$ cat src/rtl/vga_text_ctrl.sv
// Text-mode VGA timing and cell-address generator. Stage 0 counts pixels and cells,
// stage 1 presents aligned cell data to the renderer, stage 2 carries the syncs.
module vga_text_ctrl #(
  parameter int unsigned H_VIS        = 640,
  parameter int unsigned H_FP         = 16,
  parameter int unsigned H_SYNC       = 96,
  parameter int unsigned H_BP         = 48,
  parameter int unsigned V_VIS        = 480,
  parameter int unsigned V_FP         = 10,
  parameter int unsigned V_SYNC       = 2,
  parameter int unsigned V_BP         = 33,
  parameter int unsigned CELL_W       = 9,
  parameter int unsigned CELL_H       = 16,
  parameter int unsigned COLS         = 70,
  parameter int unsigned ROWS         = 30,
  parameter int unsigned BLINK_FRAMES = 30
) (
  input  logic        pclk,
  input  logic        rst,
  input  logic [7:0]  text_data,
  input  logic [6:0]  cursor_x,
  input  logic [4:0]  cursor_y,
  input  logic        cursor_en,
  output logic [11:0] text_addr,
  output logic [7:0]  char,
  output logic [3:0]  h_font,
  output logic [3:0]  v_font,
  output logic        c_valid,
  output logic        cursor,
  output logic        hsync,
  output logic        vsync,
  output logic        frame_start
);

  localparam int unsigned HTot = H_VIS + H_FP + H_SYNC + H_BP;
  localparam int unsigned VTot = V_VIS + V_FP + V_SYNC + V_BP;
  localparam int unsigned HW   = $clog2(HTot);
  localparam int unsigned VW   = $clog2(VTot);
  localparam int unsigned BW   = $clog2(BLINK_FRAMES + 1);

  localparam logic [HW-1:0] HLast  = HW'(HTot - 1);
  localparam logic [HW-1:0] HVisL  = HW'(H_VIS);
  localparam logic [HW-1:0] HSyncS = HW'(H_VIS + H_FP);
  localparam logic [HW-1:0] HSyncE = HW'(H_VIS + H_FP + H_SYNC);
  localparam logic [VW-1:0] VLast  = VW'(VTot - 1);
  localparam logic [VW-1:0] VVisL  = VW'(V_VIS);
  localparam logic [VW-1:0] VSyncS = VW'(V_VIS + V_FP);
  localparam logic [VW-1:0] VSyncE = VW'(V_VIS + V_FP + V_SYNC);
  localparam logic [3:0]    HfLast = 4'(CELL_W - 1);
  localparam logic [3:0]    VfLast = 4'(CELL_H - 1);
  localparam logic [6:0]    ColsL  = 7'(COLS);
  localparam logic [4:0]    RowsL  = 5'(ROWS);
  localparam logic [11:0]   ColsA  = 12'(COLS);
  localparam logic [BW-1:0] BLast  = BW'(BLINK_FRAMES - 1);

  logic [HW-1:0] hcnt_q, hcnt_d;
  logic [VW-1:0] vcnt_q, vcnt_d;
  logic [3:0]    hf_q, hf_d, vf_q, vf_d;
  logic [6:0]    col_q, col_d;
  logic [4:0]    row_q, row_d;
  logic [11:0]   rbase_q, rbase_d, addr_q;
  logic [3:0]    h_font_q, v_font_q;
  logic          c_valid_q, cursor_q;
  logic          hs1_q, vs1_q, fs1_q, hsync_q, vsync_q, fstart_q;
  logic [BW-1:0] bcnt_q;
  logic          blink_q;
  logic          in_area, hs_n, vs_n, fs_hit;

  always_comb begin
    hcnt_d  = hcnt_q + 1'b1;
    vcnt_d  = vcnt_q;
    hf_d    = hf_q;
    col_d   = col_q;
    vf_d    = vf_q;
    row_d   = row_q;
    rbase_d = rbase_q;
    if (hcnt_q == HLast) begin
      hcnt_d = '0;
      hf_d   = '0;
      col_d  = '0;
      if (vcnt_q == VLast) begin
        vcnt_d  = '0;
        vf_d    = '0;
        row_d   = '0;
        rbase_d = '0;
      end else begin
        vcnt_d = vcnt_q + 1'b1;
        if (vcnt_q < VVisL) begin
          if (vf_q == VfLast) begin
            vf_d    = '0;
            row_d   = row_q + 1'b1;
            rbase_d = rbase_q + ColsA;
          end else begin
            vf_d = vf_q + 1'b1;
          end
        end
      end
    end else if (hcnt_q < HVisL) begin
      if (hf_q == HfLast) begin
        hf_d  = '0;
        col_d = col_q + 1'b1;
      end else begin
        hf_d = hf_q + 1'b1;
      end
    end
  end

  assign in_area = (hcnt_q < HVisL) && (vcnt_q < VVisL) && (col_q < ColsL) && (row_q < RowsL);
  assign hs_n    = !((hcnt_q >= HSyncS) && (hcnt_q < HSyncE));
  assign vs_n    = !((vcnt_q >= VSyncS) && (vcnt_q < VSyncE));
  assign fs_hit  = (hcnt_q == '0) && (vcnt_q == '0);

  always_ff @(posedge pclk or negedge rst) begin
    if (!rst) begin
      hcnt_q    <= '0;
      vcnt_q    <= '0;
      hf_q      <= '0;
      vf_q      <= '0;
      col_q     <= '0;
      row_q     <= '0;
      rbase_q   <= '0;
      addr_q    <= '0;
      h_font_q  <= '0;
      v_font_q  <= '0;
      c_valid_q <= 1'b0;
      cursor_q  <= 1'b0;
      hs1_q     <= 1'b1;
      vs1_q     <= 1'b1;
      fs1_q     <= 1'b0;
      hsync_q   <= 1'b1;
      vsync_q   <= 1'b1;
      fstart_q  <= 1'b0;
      bcnt_q    <= '0;
      blink_q   <= 1'b1;
    end else begin
      hcnt_q    <= hcnt_d;
      vcnt_q    <= vcnt_d;
      hf_q      <= hf_d;
      vf_q      <= vf_d;
      col_q     <= col_d;
      row_q     <= row_d;
      rbase_q   <= rbase_d;
      // Address built from next-state so it is valid alongside the counters it belongs to.
      addr_q    <= rbase_d + {5'b0, col_d};
      h_font_q  <= hf_q;
      v_font_q  <= vf_q;
      c_valid_q <= in_area;
      cursor_q  <= in_area && cursor_en && blink_q &&
                   (col_q == cursor_x) && (row_q == cursor_y);
      hs1_q     <= hs_n;
      vs1_q     <= vs_n;
      fs1_q     <= fs_hit;
      hsync_q   <= hs1_q;
      vsync_q   <= vs1_q;
      fstart_q  <= fs1_q;
      if (fstart_q) begin
        if (bcnt_q == BLast) begin
          bcnt_q  <= '0;
          blink_q <= ~blink_q;
        end else begin
          bcnt_q <= bcnt_q + 1'b1;
        end
      end
    end
  end

  assign text_addr   = addr_q;
  assign char        = text_data;
  assign h_font      = h_font_q;
  assign v_font      = v_font_q;
  assign c_valid     = c_valid_q;
  assign cursor      = cursor_q;
  assign hsync       = hsync_q;
  assign vsync       = vsync_q;
  assign frame_start = fstart_q;

endmodule

$ cat config.mk
export PLATFORM = sky130hd
export DESIGN_NAME = vga_text_ctrl
export DESIGN_NICKNAME = d
export VERILOG_FILES = /design/src/rtl/vga_text_ctrl.sv
export SDC_FILE = /design/constraint.sdc
export NUM_CORES = 1
export LEC_CHECK = 0
export BUFFER_PORTS_ARGS = -buffer_cell sky130_fd_sc_hd__buf_2
export CAP_MARGIN = 10
export CORE_MARGIN = 5
export CORE_UTILIZATION = 58
export DETAILED_ROUTE_END_ITERATION = 10
export PLACE_DENSITY = 0.77
export RECOVER_POWER = 25
export REMOVE_ABC_BUFFERS = 1
export SLEW_MARGIN = 20
export SYNTH_ARGS = -nofsm -noshare
export SYNTH_HDL_FRONTEND = slang
export SYNTH_SLANG_ARGS = --single-unit
export TNS_END_PERCENT = 10
$ cat constraint.sdc
create_clock -name pclk -period 4.2 [get_ports pclk]
set_input_delay 0.42 -clock pclk [delete_from_list [all_inputs] [get_ports pclk]]
set_output_delay 0.42 -clock pclk [all_outputs]
set_load 0.01 [all_outputs]
==> flow_metrics.tcl <==
set metrics [dict create \
    routed_wl_um 7980 \
    post_dp_cell_area_um2 4470 \
    clock.fmax_mhz 279 \
    drc 0 \
    vias 3013 \
    worstMarginPinSlew_ps 2060 \
    cp.buffers_inverters 0 \
    violations "capacitance limit, slew limit" \
    nets 483 \
    grt_util_met1_pct 25.1 \
    synthFlopType "dfrtp_1" \
    drive_gt1_share_pct 16.0 \
    postSynthCellCount 407 \
    clk_pin_slew_ps 80 \
    totalPowerFinal_mw 1.53 \
    antenna_found_initial 0 \
    cts_tree "yes" \
    postSynthAreaPerCell_um2 10.5 \
    synth_edf_count 0 \
    antenna_left 0 \
    dieArea_um2 9150 \
    syn-cell-area_um2 4250 \
    ys_seq_area_share_pct 50.7 \
    crit_chain "ha_1, and3_1, nand4_1, nor2_2, nand2_1, a21oi_1, ha_1, a21oi_1, nor2b_1, nor3_1, nor2_1, o41ai_1, nand4b_1, xnor2_1" \
    cts_root_buf "clkbuf_8" \
    nFillCells 598 \
    dr.pass1.iters 4 \
    die_x_um 95.6 \
    critPathMaxFanout 9 \
    crit_family "simple AND/OR/NAND/NOR gates" \
    hpwl_um 5740 \
    start_util_pct 59.0 \
    instances_no_fill 544 \
    wire_per_inst_um 14.7 \
    busiest_layer "met2" \
    std_cell_rows 31 \
    cap_violations 1 \
    clock-sinks 86 \
    gp_congestion 0.856 \
    rsz0062_at_grt "false" \
    fin_ws_ps 615 \
    power_density_nw_per_um2 325 \
    ys_ff_latch 86 \
    yosysWarnings 0 \
    drt_iter0_drc 92 \
    grt_start_max_net_pins 87 \
    crit_type "flip-flop to flip-flop" \
    tns_ps 0 \
    synthDistinctLibCells 51 \
    peakVddDrop_mv 0.183 \
    pre_cts_ws_ps 476 \
    arrival_ps 3860 \
    crit_path_top_delay_cell "o41ai_1" \
    postCtsSetupBuffers 0 \
    setup_viol 0 \
    p_leak_nw 2.18 \
    use_met3_pct 5.13 \
    crit_path_start_kind "flip-flop" \
    cts_made_buffers 9 \
    grt_pass1_vias 2926 \
    fin_area_um2 4710 \
    period_share_pct 85.4 \
    grt_overflow 0 \
    maxSlewHeadroom_pct -37.6 \
    cts_hold_buf 0 \
    portBuffers 39 \
    final-seq-area_um2 2160 \
    grt_use_met2_pct 30.9 \
    syn_to_final_growth_pct 10.6 \
    viasPerCell 5.54 \
    multiInputGateArea_um2 1930 \
    fin_skew_ps 9.59 \
    insertedDiodeCount 0 \
    h-tree-depth 3 \
    required_ps 4480 \
    ioPinCount 56 \
    clock_latency_ps 350 \
    dp.cells 528 \
    track_usage_pct 19.4 \
    min_period_ps 3590 \
    status "finished with violations" \
    cp-end-kind "flip-flop" \
    synth-async-reset-ratio_pct 100 \
    slew_violations 87 \
    hp-class "flip-flop to flip-flop" \
    cp_slowest_stage_delay_ps 490 \
    core_um2 7210 \
    grt_first_pass_wirelength_um 13700 \
    hold_viol_final 0 \
    die_h_um 95.6 \
    clk_path_buf_depth 2 \
]
placed cells by master (no fill, tap or decap), types with 3 or more instances in the layout:
cell,n
ha_1,19
xor2_1,23
inv_1,13
nand3_1,21
o21ai_0,19
nor2b_1,5
nor3_1,7
nand2_1,35
mux2i_1,3
nor2_1,45
dfrtp_1,81
nor4_1,7
clkbuf_8,9
buf_2,38
xnor2_1,29
a21oi_1,10
and3_1,8
nand2b_1,4
dfstp_2,5
nand4_1,13
bufinv_16,3
a41oi_1,3
cells by family after synthesis:
logic type / share of synthesized area (%)
simple gates: 19.5
flops: 50.7
compound gates: 8.44
xor+xnor: 10.7
buf+inv: 3.88
fa+ha+maj: 6.06
mux: 0.706
final timing paths:
| check | cells past startpoint | to | slack (ps) | start |
|---|---|---|---|---|
| worst max-delay path | 14 | text_addr[11] | 610 | hcnt_q[0] |
| worst min-delay path | 0 | frame_start | 360 | fs1_q |
| worst max register to register | 14 | text_addr[11] | 610 | hcnt_q[0] |
| worst min register to register | 0 | frame_start | 360 | fs1_q |
| max in group asynchronous | 1 | h_font[3] | 2340 | rst |
| min in group asynchronous | 1 | vcnt_q[6] | 670 | rst |
worst reg2reg max path: cells and delay by family (launching register included):
family	cells	cell delay [ps]
AO/OA/AOI/OAI	3	900
XOR/XNOR	1	120
flip-flops	1	410
AND/OR/NAND/NOR	8	1570
adder cells (fa/ha/maj)	2	510
per-stage QoR:
stage | hold slack (ps) | utilization (%)
detailed placement | 338 | 62.0
global placement | 339 | 62.0
global route | 361 | 65.2
CTS | 291 | 65.2
finish | 356 | 65.2
floorplan | 124 | -
metal layers:
metal / routed length, um / share of wire (%)
met1: 3500 / 44
met2: 3950 / 50
met3: 386 / 4.8
met4: 140 / 1.8
met5: 0 / 0
synth_stat cells, drive strengths merged (5+ instances only):
| cell type | number | area [um^2] |
|---|---|---|
| nor3 | 7 | 35.0 |
| a21oi | 12 | 82.6 |
| o21ai | 19 | 95.1 |
| xor2 | 23 | 201 |
| and3 | 8 | 50.1 |
| clkbuf | 6 | 22.5 |
| buf | 13 | 93.8 |
| xnor2 | 29 | 254 |
| nand3 | 22 | 123 |
| nand2 | 35 | 131 |
| nor2 | 47 | 179 |
| inv | 13 | 48.8 |
| ha | 19 | 238 |
| dfrtp | 81 | 2030 |
| nor2b | 5 | 31.3 |
| nor4 | 7 | 43.8 |
| nand4 | 13 | 81.3 |
| dfstp | 5 | 131 |
state kept, by name, summed over array words and instances, names as in the netlist, 5 cells and up:
name	cells
text_addr	12
hcnt_q	10
bcnt_q	5
rbase_q	12
col_q	7
vcnt_q	10
row_q	5
report_power, final:
part	leakage, nW	switching [mW]	internal, mW
clock	0.117	0.282	0.394
sequential	1.13	0	0.828
combinational	0.934	0.0194	0.00810
total	2.18	0.301	1.23
what timing repair did:
action,CTS,global route
endpoints found under the hold margin,0,0
gates resized for setup,0,1
setup endpoints to repair,0,2
area by class of cell:
type / instances / area share, %
well taps: 99 / 2.63
repair buffers: 41 / 4.47
flip-flops and latches: 86 / 45.9
clock buffers: 11 / 2.79
inverters: 13 / 1.04
clock inverters: 5 / 2.13
multi-input cells: 289 / 41.1
Power figures use the tool's default switching activity.
